## src/rtl/control_unit.sv

```systemverilog
// Multi-cycle FSM controller for the MIPS-subset CPU: sequences IF/ID/EXE/MEM/WB and drives datapath selects.
// Latency: j/jr 2 cycles, branch 3, ALU ops 4, sw 4, lw 5; PCWre pulses only in the last cycle of each instruction.
// No backpressure: the datapath is assumed single-cycle per state; halt parks the FSM until Reset.
//
// Ports:
//   CLK, Reset            clock; asynchronous active-high reset (state -> IF, outputs forced inactive)
//   Opcode[5:0]           IR[31:26]
//   zero, sign            ALU result flags (== 0, MSB) used to resolve branches
//   ALUSrcA/ALUSrcB       ALU operand selects (shamt / extended immediate)
//   DBDataSrc             regfile write data: ALU result or memory data
//   PCWre/IRWre/RegWre    PC, IR and regfile write enables
//   InsMemRW              instruction memory read, tied high
//   nRD/nWR               data memory read/write strobes, active low
//   RegDst[1:0]           write register: 00=$31, 01=rt, 10=rd
//   ExtSel                immediate extension: 0=zero, 1=sign
//   PCSrc[1:0]            next PC: PC+4, branch target, rs, jump target
//   ALUOp[2:0]            add/sub/sll/or/and/sltu/slt/xor
module control_unit (
    input  logic       CLK,
    input  logic       Reset,
    input  logic [5:0] Opcode,
    input  logic       zero,
    input  logic       sign,
    output logic       ALUSrcA,
    output logic       ALUSrcB,
    output logic       DBDataSrc,
    output logic       PCWre,
    output logic       IRWre,
    output logic       RegWre,
    output logic       InsMemRW,
    output logic       nRD,
    output logic       nWR,
    output logic [1:0] RegDst,
    output logic       ExtSel,
    output logic [1:0] PCSrc,
    output logic [2:0] ALUOp
);

    localparam logic [5:0] OP_ADD  = 6'b000000;
    localparam logic [5:0] OP_SUB  = 6'b000001;
    localparam logic [5:0] OP_ADDI = 6'b000010;
    localparam logic [5:0] OP_OR   = 6'b010000;
    localparam logic [5:0] OP_AND  = 6'b010001;
    localparam logic [5:0] OP_ORI  = 6'b010010;
    localparam logic [5:0] OP_SLL  = 6'b011000;
    localparam logic [5:0] OP_SLT  = 6'b100110;
    localparam logic [5:0] OP_SLTI = 6'b100111;
    localparam logic [5:0] OP_SW   = 6'b110000;
    localparam logic [5:0] OP_LW   = 6'b110001;
    localparam logic [5:0] OP_BEQ  = 6'b110100;
    localparam logic [5:0] OP_BNE  = 6'b110101;
    localparam logic [5:0] OP_BLTZ = 6'b110110;
    localparam logic [5:0] OP_J    = 6'b111000;
    localparam logic [5:0] OP_JR   = 6'b111001;
    localparam logic [5:0] OP_HALT = 6'b111111;

    localparam logic [2:0] ALU_ADD = 3'b000;
    localparam logic [2:0] ALU_SUB = 3'b001;
    localparam logic [2:0] ALU_SLL = 3'b010;
    localparam logic [2:0] ALU_OR  = 3'b011;
    localparam logic [2:0] ALU_AND = 3'b100;
    localparam logic [2:0] ALU_SLT = 3'b110;

    localparam logic [1:0] PC_SEQ = 2'b00;
    localparam logic [1:0] PC_BR  = 2'b01;
    localparam logic [1:0] PC_RS  = 2'b10;
    localparam logic [1:0] PC_JMP = 2'b11;

    // The eight 3-bit codes are all taken by working states, so HALT sits
    // in a fourth bit; the low three bits keep the documented encodings.
    typedef enum logic [3:0] {
        S_IF     = 4'b0000,
        S_ID     = 4'b0001,
        S_EXE_LS = 4'b0010,
        S_MEM    = 4'b0011,
        S_WB_LD  = 4'b0100,
        S_EXE_BR = 4'b0101,
        S_EXE_AL = 4'b0110,
        S_WB_AL  = 4'b0111,
        S_HALT   = 4'b1000
    } state_t;

    state_t state;

    logic is_alu_op;
    logic is_branch;
    logic is_ldst;
    logic is_rtype;
    logic br_taken;

    always_comb begin
        is_alu_op = (Opcode == OP_ADD)  || (Opcode == OP_SUB) || (Opcode == OP_ADDI) ||
                    (Opcode == OP_OR)   || (Opcode == OP_AND) || (Opcode == OP_ORI)  ||
                    (Opcode == OP_SLL)  || (Opcode == OP_SLT) || (Opcode == OP_SLTI);
        is_rtype  = (Opcode == OP_ADD)  || (Opcode == OP_SUB) || (Opcode == OP_OR)   ||
                    (Opcode == OP_AND)  || (Opcode == OP_SLL) || (Opcode == OP_SLT);
        is_branch = (Opcode == OP_BEQ)  || (Opcode == OP_BNE) || (Opcode == OP_BLTZ);
        is_ldst   = (Opcode == OP_SW)   || (Opcode == OP_LW);
        br_taken  = ((Opcode == OP_BEQ)  &&  zero) ||
                    ((Opcode == OP_BNE)  && !zero) ||
                    ((Opcode == OP_BLTZ) &&  sign);
    end

    // State register and transitions.
    always_ff @(posedge CLK or posedge Reset) begin
        if (Reset) begin
            state <= S_IF;
        end else begin
            case (state)
                S_IF: state <= S_ID;
                S_ID: begin
                    if (Opcode == OP_HALT)  state <= S_HALT;
                    else if (is_branch)     state <= S_EXE_BR;
                    else if (is_ldst)       state <= S_EXE_LS;
                    else if (is_alu_op)     state <= S_EXE_AL;
                    else                    state <= S_IF;   // j, jr and unknown opcodes retire here
                end
                S_EXE_AL: state <= S_WB_AL;
                S_WB_AL:  state <= S_IF;
                S_EXE_BR: state <= S_IF;
                S_EXE_LS: state <= S_MEM;
                S_MEM:    state <= (Opcode == OP_LW) ? S_WB_LD : S_IF;
                S_WB_LD:  state <= S_IF;
                S_HALT:   state <= S_HALT;
                default:  state <= S_IF;
            endcase
        end
    end

    // Control outputs decode from the current state and the live opcode/flags.
    // Reset gates them directly so a mid-instruction abort writes nothing,
    // even in the cycle before the state register would otherwise change.
    always_comb begin
        ALUSrcA   = 1'b0;
        ALUSrcB   = 1'b0;
        DBDataSrc = 1'b0;
        PCWre     = 1'b0;
        IRWre     = 1'b0;
        RegWre    = 1'b0;
        InsMemRW  = 1'b1;
        nRD       = 1'b1;
        nWR       = 1'b1;
        RegDst    = 2'b00;
        ExtSel    = 1'b0;
        PCSrc     = PC_SEQ;
        ALUOp     = ALU_ADD;

        if (!Reset) begin
            case (state)
                S_IF: IRWre = 1'b1;
                S_ID: begin
                    if (Opcode == OP_J) begin
                        PCSrc = PC_JMP;
                        PCWre = 1'b1;
                    end else if (Opcode == OP_JR) begin
                        PCSrc = PC_RS;
                        PCWre = 1'b1;
                    end else if (!(is_alu_op || is_branch || is_ldst || Opcode == OP_HALT)) begin
                        PCSrc = PC_SEQ;
                        PCWre = 1'b1;
                    end
                end
                S_EXE_AL: begin
                    case (Opcode)
                        OP_SUB:          ALUOp = ALU_SUB;
                        OP_OR, OP_ORI:   ALUOp = ALU_OR;
                        OP_AND:          ALUOp = ALU_AND;
                        OP_SLL:          ALUOp = ALU_SLL;
                        OP_SLT, OP_SLTI: ALUOp = ALU_SLT;
                        default:         ALUOp = ALU_ADD;
                    endcase
                    ALUSrcA = (Opcode == OP_SLL);
                    ALUSrcB = (Opcode == OP_ADDI) || (Opcode == OP_ORI) || (Opcode == OP_SLTI);
                    ExtSel  = (Opcode != OP_ORI);
                end
                S_WB_AL: begin
                    RegWre = 1'b1;
                    RegDst = is_rtype ? 2'b10 : 2'b01;
                    PCSrc  = PC_SEQ;
                    PCWre  = 1'b1;
                end
                S_EXE_BR: begin
                    ALUOp  = ALU_SUB;
                    ExtSel = 1'b1;
                    PCSrc  = br_taken ? PC_BR : PC_SEQ;
                    PCWre  = 1'b1;
                end
                S_EXE_LS: begin
                    ALUOp   = ALU_ADD;
                    ALUSrcB = 1'b1;
                    ExtSel  = 1'b1;
                end
                S_MEM: begin
                    if (Opcode == OP_LW) begin
                        nRD = 1'b0;
                    end else begin
                        nWR   = 1'b0;
                        PCSrc = PC_SEQ;
                        PCWre = 1'b1;
                    end
                end
                S_WB_LD: begin
                    nRD       = 1'b0;
                    DBDataSrc = 1'b1;
                    RegWre    = 1'b1;
                    RegDst    = 2'b01;
                    PCSrc     = PC_SEQ;
                    PCWre     = 1'b1;
                end
                default: ;  // HALT: every enable stays inactive
            endcase
        end
    end

endmodule

```

## config.mk

```make
export PLATFORM = sky130hd
export DESIGN_NAME = control_unit
export DESIGN_NICKNAME = d
export VERILOG_FILES = /design/src/rtl/control_unit.sv
export SDC_FILE = /design/constraint.sdc
export NUM_CORES = 1
export LEC_CHECK = 0
export CAP_MARGIN = 30
export CORE_MARGIN = 4
export CORE_UTILIZATION = 30
export CTS_CLUSTER_DIAMETER = 200
export DETAILED_ROUTE_END_ITERATION = 16
export SYNTH_ARGS = -nofsm -noshare
export SYNTH_HDL_FRONTEND = slang
export SYNTH_SLANG_ARGS = --single-unit
```

## constraint.sdc

```tcl
create_clock -name CLK -period 1.6 [get_ports CLK]
set_clock_uncertainty 0.2 [all_clocks]
set_input_delay 0.32 -clock CLK [delete_from_list [all_inputs] [get_ports CLK]]
set_output_delay 0.32 -clock CLK [all_outputs]
set_load 0.02 [all_outputs]
```

==> key figures <==
Power
  – Pwr Total: 0.00180 W
  – Logic pwr share: 83.2%
  – Max VDD drop: 1.17 mV
  – P_leak: 0.802 nW
  – Switch share: 44.9%
  – Power Density: 972 nW/um^2
  – Net Switching: 0.000806 W
  – Cell Int Power: 0.000990 W
  – Clk pwr share: 7.6%
  – Sequential Power Share: 9.2%

Critical path
  – Buf+Inv Stages, Crit Path: 2
  – Reg-to-reg startpoint: state[3]$_DFF_PP0_
  – WP data arrival: 1.60 ns
  – R2R cell count: 5
  – Slowest Stage Delay on Critical Path: 0.44 ns
  – R2R Setup Slk: -0.02 ns
  – CP startpoint kind: flop
  – CP Capture Type: output pin
  – CP cell instances: buf_6 > nor4_4 > nand3_2 > o22ai_4 > buf_6
  – Cell family with most CP delay: simple AND/OR/NAND/NOR gates
  – Crit-path slowest cell: dfrtp_2
  – Required time worst endpoint: 1.08 ns
  – CP dominant cell by count: buf_6
  – CP max FO: 3
  – FF-to-FF End: state[1]$_DFF_PP0_
  – Critical path class: flop to output pin

Clocking
  – Cts hold-fix bufs: 0
  – Clock sink total: 4
  – CTS H-tree lvls: 1
  – TritonCTS clock tree: yes
  – Clk Tree Root Cell: clkbuf_4
  – CTS buffer count: 3
  – CTS Buffer Depth: 2
  – Clock-pin slew on the worst setup and hold paths: 0.05 ns
  – Skew-Pair Late Insertion Delay: 0.25 ns

Logic synthesis
  – Post-Synthesis Cells: 105
  – Post-Syn Nets: 115
  – Syn_area_per_cell: 7.22 sq um
  – Synth unique cells: 47
  – FF+latch count, synth: 4
  – Post-synth EDFFs: 0
  – Mapped cell area: 758 sq um
  – Async SR Flop Fraction: 100%
  – Yosys warns: 0
  – Primary FF master, synth: dfrtp_1
  – Post-synthesis sequential area ratio: 13.2%

Route
  – Initial detailed-routing violation count: 49
  – Antenna viol nets, final: 0
  – Final wirelength: 3830 um
  – # DRC: 0
  – DR WL/cell: 18.5 um
  – Vias post-DR: 1183
  – Post-DR vias/cell: 5.71
  – DRT Pass-1 Iters: 5

Timing
  – Final Worst Setup Slack: -0.524 ns
  – Minimum clock period: 2.12 ns
  – Final Hold Vio Count: 0
  – Setup-failing EPs final: 17
  – Ratio of final minimum period to clock period: 133%
  – FMAX: 471 MHz
  – Unrepaired setup endpoints after global routing: yes
  – Final Slew Violations: 0

Global routing
  – Grt total ovfl: 0
  – Initial antenna violation count: 0
  – Largest net degree at the start of global routing: 14
  – Vias in the first global route: 1156
  – First-pass GRT wire length: 5460 um
  – GRT Util Overall: 20.7%

Die
  – Initial Util: 33.0%
  – Row count: 17
  – Die Span X: 58.3 um
  – Die Y: 58.3 um
  – Die area: 3400 sq um
  – Area of the core: 2300 sq um
  – I/O Pins: 27

Place
  – Port Buffers: 25
  – Dpl ws: -1.39 ns
  – Routability cong.: 0.836
  – Final HPWL DP: 2230 um

Layout
  – Layout net count: 191
  – Max reg flops: 4
  – Top reg by flops: state
  – Area added between synthesis and finish: 144%
  – Ant diodes: 0
  – Share of cells above drive strength 1: 74.9%
  – Biggest regs: state (4)

Hold path
  – Hold Path Class: input pin to async pin

Run status
  – Failing checks: negative setup slack
  – Status: finished, violations left

Run
  – Max-Cap Viols: 0
[layout by cell type, fill, tap and decap left out, types with 2 or more instances in the layout]
cell	instances
buf_4	50
buf_6	24
nand2_1	6
nor4_4	5
o21ai_0	5
clkbuf_4	4
nand2b_4	3
nor3_4	3
nor2_4	3
a21oi_1	3
nor3_1	3
a21o_1	3
nor3b_4	3
buf_8	3
inv_1	2
or4_4	2
nand2b_1	2
nand2_4	2
nand3_2	2
a2111oi_4	2
inv_2	2
nor2_1	2
o2bb2ai_1	2
or4b_4	2
a211oi_2	2
clkdlybuf4s50_1	2
dfrtp_1	2
dfrtp_2	2
[per-layer routing]
layer / GRT usage [%] / part of all wire [%]
met4: 7.95 / 2.0
met1: 23.4 / 39
met2: 36.7 / 54
met3: 5.57 / 5.5
met5: 0 / 0
[Yosys cell counts, types with 2 or more instances]
cell type | number | area, sq um
nand2b_1 | 5 | 31.3
a21o_1 | 3 | 22.5
a2111oi_2 | 2 | 30.0
or4b_1 | 2 | 20.0
dfrtp_1 | 4 | 100
o22ai_1 | 2 | 12.5
clkbuf_1 | 2 | 7.51
inv_1 | 4 | 15.0
nor2_1 | 3 | 11.3
nor4_1 | 5 | 31.3
or4_1 | 2 | 15.0
nor3_1 | 7 | 35.0
o2bb2ai_1 | 3 | 26.3
nand2_1 | 8 | 30.0
buf_4 | 2 | 15.0
nand3_1 | 3 | 15.0
nor3b_1 | 3 | 22.5
nor4b_1 | 2 | 17.5
nor2b_1 | 3 | 18.8
buf_2 | 4 | 20.0
o21ai_0 | 6 | 30.0
a21oi_1 | 5 | 25.0
[layout make-up]
cell class | count | area [sq um]
clock buffer | 3 | 22.5
fill | 134 | 448
inverter | 4 | 15.0
multi-input combinational | 86 | 927
sequential | 4 | 103
tap | 28 | 35.0
timing repair buffer | 82 | 747
[power by group through the flow]
stage	clock (W)	sequential (W)	combinational, W
finish	0.000136	0.000165	0.00150
global route	0.000153	0.000173	0.00157
CTS	0.000137	0.000159	0.00129
detailed placement	0	0.000150	0.000891
global placement	0	0.000151	0.000874
floorplan	0	0.000158	0.000514
[logic make-up after synthesis]
family	Yosys count	synth area share [%]
buf+inv	15	10.2
compound gates	30	29.0
mux	2	2.81
flops	4	13.2
other cells	1	0.495
simple gates	53	44.2
[what timing repair did]
action,in CTS,in global routing
setup buffers,14,4
endpoints found under the hold margin,0,0
resized for setup,164,22
pin swaps,12,20
setup endpoints to repair,20,18
[worst max path at each step]
| stage | cells past startpoint | slack, ns | to | startpoint |
|---|---|---|---|---|
| after floorplan | 4 | -0.25 | RegDst[1] | Opcode[2] |
| after global placement | 7 | -1.37 | ALUOp[0] | Opcode[1] |
| after detailed placement | 7 | -1.39 | PCWre | Opcode[1] |
| after CTS | 5 | -0.52 | PCSrc[0] | state[3]$_DFF_PP0_ |
| after global routing | 5 | -0.59 | PCSrc[0] | state[3]$_DFF_PP0_ |
| final | 5 | -0.52 | PCSrc[0] | state[3]$_DFF_PP0_ |
[through the flow]
step / util [%] / instances / setup TNS, ns / instance area (sq um) / hold WS, ns
4_1_cts: 74.9 / 203 / -6.46 / 1720 / 0.0137
3_5_place_dp: 62.6 / 187 / -22.05 / 1440 / 0.278
2_1_floorplan: - / 105 / -1.75 / 938 / -0.114
3_3_place_gp: 62.6 / 187 / -21.68 / 1440 / 0.279
5_1_grt: 80.5 / 207 / -7.69 / 1850 / 0.0497
6_report: 80.5 / 207 / -6.51 / 1850 / 0.0296
Note: power is estimated with default switching activity, not from simulation.
==> patch 1, RTL diff (same settings) <==
Encoding of `state_t`: now one-hot (9 bits for 9 states).
--- a/src/rtl/control_unit.sv
+++ b/src/rtl/control_unit.sv
@@ -69,14 +69,14 @@
     // The eight 3-bit codes are all taken by working states, so HALT sits
     // in a fourth bit; the low three bits keep the documented encodings.
-    typedef enum logic [3:0] {
-        S_IF     = 4'b0000,
-        S_ID     = 4'b0001,
-        S_EXE_LS = 4'b0010,
-        S_MEM    = 4'b0011,
-        S_WB_LD  = 4'b0100,
-        S_EXE_BR = 4'b0101,
-        S_EXE_AL = 4'b0110,
-        S_WB_AL  = 4'b0111,
-        S_HALT   = 4'b1000
+    typedef enum logic [8:0] {
+        S_IF     = 9'b000000001,
+        S_ID     = 9'b000000010,
+        S_EXE_LS = 9'b000000100,
+        S_MEM    = 9'b000001000,
+        S_WB_LD  = 9'b000010000,
+        S_EXE_BR = 9'b000100000,
+        S_EXE_AL = 9'b001000000,
+        S_WB_AL  = 9'b010000000,
+        S_HALT   = 9'b100000000
     } state_t;
 
Check against the original RTL: no difference found for any inputs over 10 cycles, from zero or initial values and one cycle with Reset high; not proved beyond that.
==> patch 1 against the unedited design <==
- the flow still finishes with violations (negative setup slack)
- wire length shrank 8.4%
- combinational power shrank 40%
- first-iteration DRC count shrank 35%
- via count grew 6.2%
- synthesized cell count grew 14%
- final area grew 4.9%
- final cell count grew 20%
- worst setup slack lost 300 ps
- sequential cell count grew 5
- register-to-register slack lost 270 ps
- total power shrank 23%
- area after synthesis grew 26%
- highest routed layer unchanged
==> patch 1: results (changes against the unedited design) <==
status complete, but fails checks; failing checks negative setup slack; XOR/XNOR Fraction of Synth Area 4.58% (+4.6 points); top cells by area, synth dfrtp_1 (21%), nor2_1 (5.5%), nand4_1 (3.9%), nor2b_1 (3.9%), o21ai_0 (3.7%); setup ws final -828 ps (-305 ps); routed vias 1256 (+6.2%); drt pass-1 iters 4 (-1); CP Capture Point ALUSrcB; share of layout cells above drive strength 1 62.7% (-12 points); top post-synthesis cells by count nor2_1 (14), nand2_1 (9), dfrtp_1 (8); Max Cap Violations 0 (unchanged); worst min path class primary input to register; worst r2r path cells 9 (+4); DRT iter0 DRCs 32 (-35%); flop2flop setup slack -290 ps (-270 ps); worst r2r src state[5]; per-cell routed wire length 14.2 µm (-24%); Most used DFF post-synth dfrtp_1; mux share of post-synthesis cell area 3.27% (+0.47 points); post-synthesis compound-gate area fraction 17.1% (-12 points); Overall Global Routing Usage 17.3% (-3.4 points); sequential fraction of the synthesis area 23.7% (+10 points); GP Congestion 0.938 (+12%); Post-layout nets 215 (+13%); IR drop worst, VDD 280 µV (-76%); critical path arrival 1910 ps (+310 ps); pin count of the biggest net entering global routing 9 (-5); DP HPWL 2.59 mm (+16%); syn_nets 130 (+13%); biggest regs state: 9 flops; first-pass GRT wire length 5.72 mm (+4.8%); worst r2r dst state[0]; Leak 0.894 nW (+11%); final setup fails 24 (+7)
## patch 1: area by class of cell
| type | count | area [µm²] |
|---|---|---|
| Fill cell | 277 | 1110 |
| Multi-Input combinational cell | 98 | 840 |
| Timing Repair Buffer | 89 | 774 |
| Sequential cell | 9 | 229 |
| Tap cell | 44 | 55.1 |
| Clock buffer | 4 | 26.3 |
| Inverter | 4 | 15.0 |
## patch 1: metrics by stage
step                area [µm²]  TNS, ps  instances  setup WS (ps)
global route              1940   -14220        248           -918
global placement          1640   -18240        228          -1230
CTS                       1850   -11680        243           -814
floorplan                 1030    -4860        120           -477
detailed placement        1640   -18880        228          -1280
finish                    1940   -12150        248           -828
## patch 1: worst max-delay path, cell delays in order, from the launching register on
cell	delay, ps
dfrtp_1	410
nor3_4	250
nand3_2	150
nor3b_4	330
buf_6	160
nand3_2	60
a21oi_2	150
buf_6	130
## patch 1: how the worst min path moves through the flow
stage | start | end | slack, ps | cells past startpoint
after CTS | Opcode[2] | state[2] | 400 | 3
final | Opcode[2] | state[2] | 410 | 3
after global placement | state[3] | state[1] | 420 | 3
after detailed placement | state[3] | state[1] | 440 | 3
after global routing | Opcode[2] | state[2] | 410 | 3
after floorplan | Reset | state[1] | 180 | 2
## patch 1: power breakdown
part,switching [mW],total [mW],internal [mW]
sequential,0.0439,0.311,0.267
combinational,0.375,0.904,0.528
clock,0.0807,0.177,0.0962
total,0.500,1.39,0.892
## patch 1: metal layers
layer,up-vias,track usage [%],part of all wire (%)
li1,606,-,-
met1,597,17.8,39
met2,42,33.0,54
met3,11,1.56,3.5
met4,0,11.3,3.4
met5,-,0,0
## patch 1: repair_timing
item,in CTS,in global routing
pin swaps,15,13
buffers inserted,13,7
gates resized for setup,120,18
endpoints found under the setup margin,20,22
==> patch 2, RTL diff (config.mk and constraints unchanged) <==
Without the edit above. Register the output `IRWre`, with the module's reset; this adds one clock of latency there. The other outputs are not delayed to match.
--- a/src/rtl/control_unit.sv
+++ b/src/rtl/control_unit.sv
@@ -81,4 +81,6 @@
     } state_t;
 
+    logic IRWre_d;
+
     state_t state;
 
@@ -136,5 +138,5 @@
         DBDataSrc = 1'b0;
         PCWre     = 1'b0;
-        IRWre     = 1'b0;
+        IRWre_d   = 1'b0;
         RegWre    = 1'b0;
         InsMemRW  = 1'b1;
@@ -148,5 +150,5 @@
         if (!Reset) begin
             case (state)
-                S_IF: IRWre = 1'b1;
+                S_IF: IRWre_d = 1'b1;
                 S_ID: begin
                     if (Opcode == OP_J) begin
@@ -213,4 +215,12 @@
     end
 
+    always_ff @(posedge CLK or posedge Reset) begin
+        if (Reset) begin
+            IRWre <= '0;
+        end else begin
+            IRWre <= IRWre_d;
+        end
+    end
+
 endmodule
 
Check against the original RTL: not equivalent (Yosys sat finds a counterexample within 4 cycles, from zero or initial values and one cycle with Reset high).
==> patch 2 against the unedited design <==
- the run still ends with negative setup slack left
- first-iteration DRC count decreased by 39%
- sequential cell count increased by 1
- worst setup slack improved by 75 ps
- critical path depth unchanged
- sequential share of layout area increased by 1.9 points
- area after synthesis increased by 4.0%
- via count decreased by 2.2%
- final area decreased by 7.0%
- wire length decreased by 12%
- register-to-register slack improved by 90 ps
- total power decreased by 18%
- die area increased by 3.4%
- worst hold slack improved by 24 ps
- critical path type unchanged
- largest cell class unchanged
==> patch 2: results (changes against the unedited design) <==
pin count of the biggest net entering global routing 11 (-3); share of layout cells above drive strength 1 66.5% (-8.4 points); Port Buffers 25 (unchanged); root buf cell clkbuf_4; top cells by area, synth dfrtp_1 (16%), nand2_1 (6.7%), nor2b_1 (5.6%), nor2_1 (4.8%), nor3_1 (4.4%); critical path's top delay family simple AND/OR/NAND/NOR gates; first-pass GRT wire length 5.56 mm (+1.9%); status complete, but fails checks; met2 usage 36.8% (+0.13 points); average size of a mapped cell 6.91 µm² (-4.2%); Leak 0.820 nW (+2.2%); GP Congestion 0.829 (-0.87%); WL met1 1.31 mm (-12%); CTS tree yes; Most used DFF post-synth dfrtp_1; vias in the first global route 1195 (+3.4%); XOR/XNOR Fraction of Synth Area 0% (unchanged); yosys warns 0 (unchanged); DRT iter0 DRCs 30 (-39%); top post-synthesis cells by count nand2_1 (14), nor2_1 (10), nor2b_1 (7), nor3_1 (7), buf_2 (6); met3 usage 1.09% (-4.5 points); failing checks negative setup slack; DR WL met2 1.82 mm (-12%); Detail Route met3 WL 166 µm (-21%); clk_lat worst skew ~240 ps; Critical Path Fanout Max 5 (+2); initial antenna violation count 0 (unchanged); worst min path class primary input to asynchronous set/reset pin; mux share of post-synthesis cell area 3.97% (+1.2 points); Post-DP Area 1420 µm² (-1.0%); drt pass-1 iters 4 (-1); syn_nets 124 (+7.8%); Non-Filler Instances 221 (+6.8%); Cell Count Post-Placement 205 (+9.6%); Place WS -1270 ps (+122 ps); CP max stage delay 430 ps; DP HPWL 2.45 mm (+9.8%); slowest CP cell dfrtp_2; post-synthesis compound-gate area fraction 24.1% (-4.9 points); diode count 0 (unchanged); synth unique cells 43 (-8.5%); per-cell routed wire length 15.3 µm (-18%); vias per cell 5.24 (-8.4%); IR drop worst, VDD 733 µV (-38%); final setup fails 16 (-1); number of CTS-inserted buffers 3 (unchanged); biggest regs state: 4 flops, IRWre: 1 flops; Post-layout nets 202 (+5.8%); setup ws final -449 ps (+74.8 ps); GR Util met1 25.1% (+1.7 points); Clock Pin Slew Worst Setup and Hold Paths 50 ps (about the same); sequential fraction of the synthesis area 15.9% (+2.7 points); Overall Global Routing Usage 20.4% (-0.32 points)
patch 2: report_power, final:
group          total, mW  switching (mW)  internal (mW)
combinational       1.10           0.543          0.560
clock              0.151          0.0565         0.0946
sequential         0.214          0.0440          0.170
total               1.47           0.643          0.825
patch 2: worst paths after layout:
check	endpoint	from	slack (ps)	cells past startpoint
max in group asynchronous	state[1]	Reset	960	3
min reg2reg	IRWre	state[0]	320	1
min in group CLK	IRWre	state[0]	320	1
min	state[0]	Reset	50	3
max	PCWre	state[1]	-450	5
max reg2reg	state[1]	state[1]	70	5
patch 2: cell type report:
type	count	area (µm²)
Inverter	6	22.5
Clock buffer	4	26.3
Multi-Input combinational cell	93	779
Sequential cell	5	128
Tap cell	30	37.5
Fill cell	199	779
Timing Repair Buffer	83	727
patch 2: stage by stage:
| stage | hold WS [ps] | TNS, ps | power [mW] |
|---|---|---|---|
| after global placement | 342 | -18410 | 1.10 |
| after detailed placement | 324 | -18710 | 1.11 |
| after global routing | 74.6 | -7070 | 1.56 |
| final | 53.4 | -5920 | 1.47 |
| after floorplan | -101 | -1160 | 0.677 |
| after CTS | 53.9 | -5650 | 1.43 |
patch 2: what timing repair did:
item / in CTS / in global routing
pin swaps: 25 / 13
hold buffers: 0 / 0
setup endpoints to repair: 21 / 16
setup buffers: 12 / 2
resized for setup: 159 / 9
cloned: 1 / 0
patch 2: cell families (layout without fill, tap and decap cells):
logic type | after synthesis | count (layout)
muxes | 3 | 3
DFF | 5 | 5
AOI/OAI and AO/OA | 27 | 27
buffers and inverters | 16 | 93
and+or+nand+nor | 62 | 62
other | 1 | 1
patch 2: worst min-delay path: cells and delay by family:
family                 cells  cell delay, ps
buffers and inverters      3             540
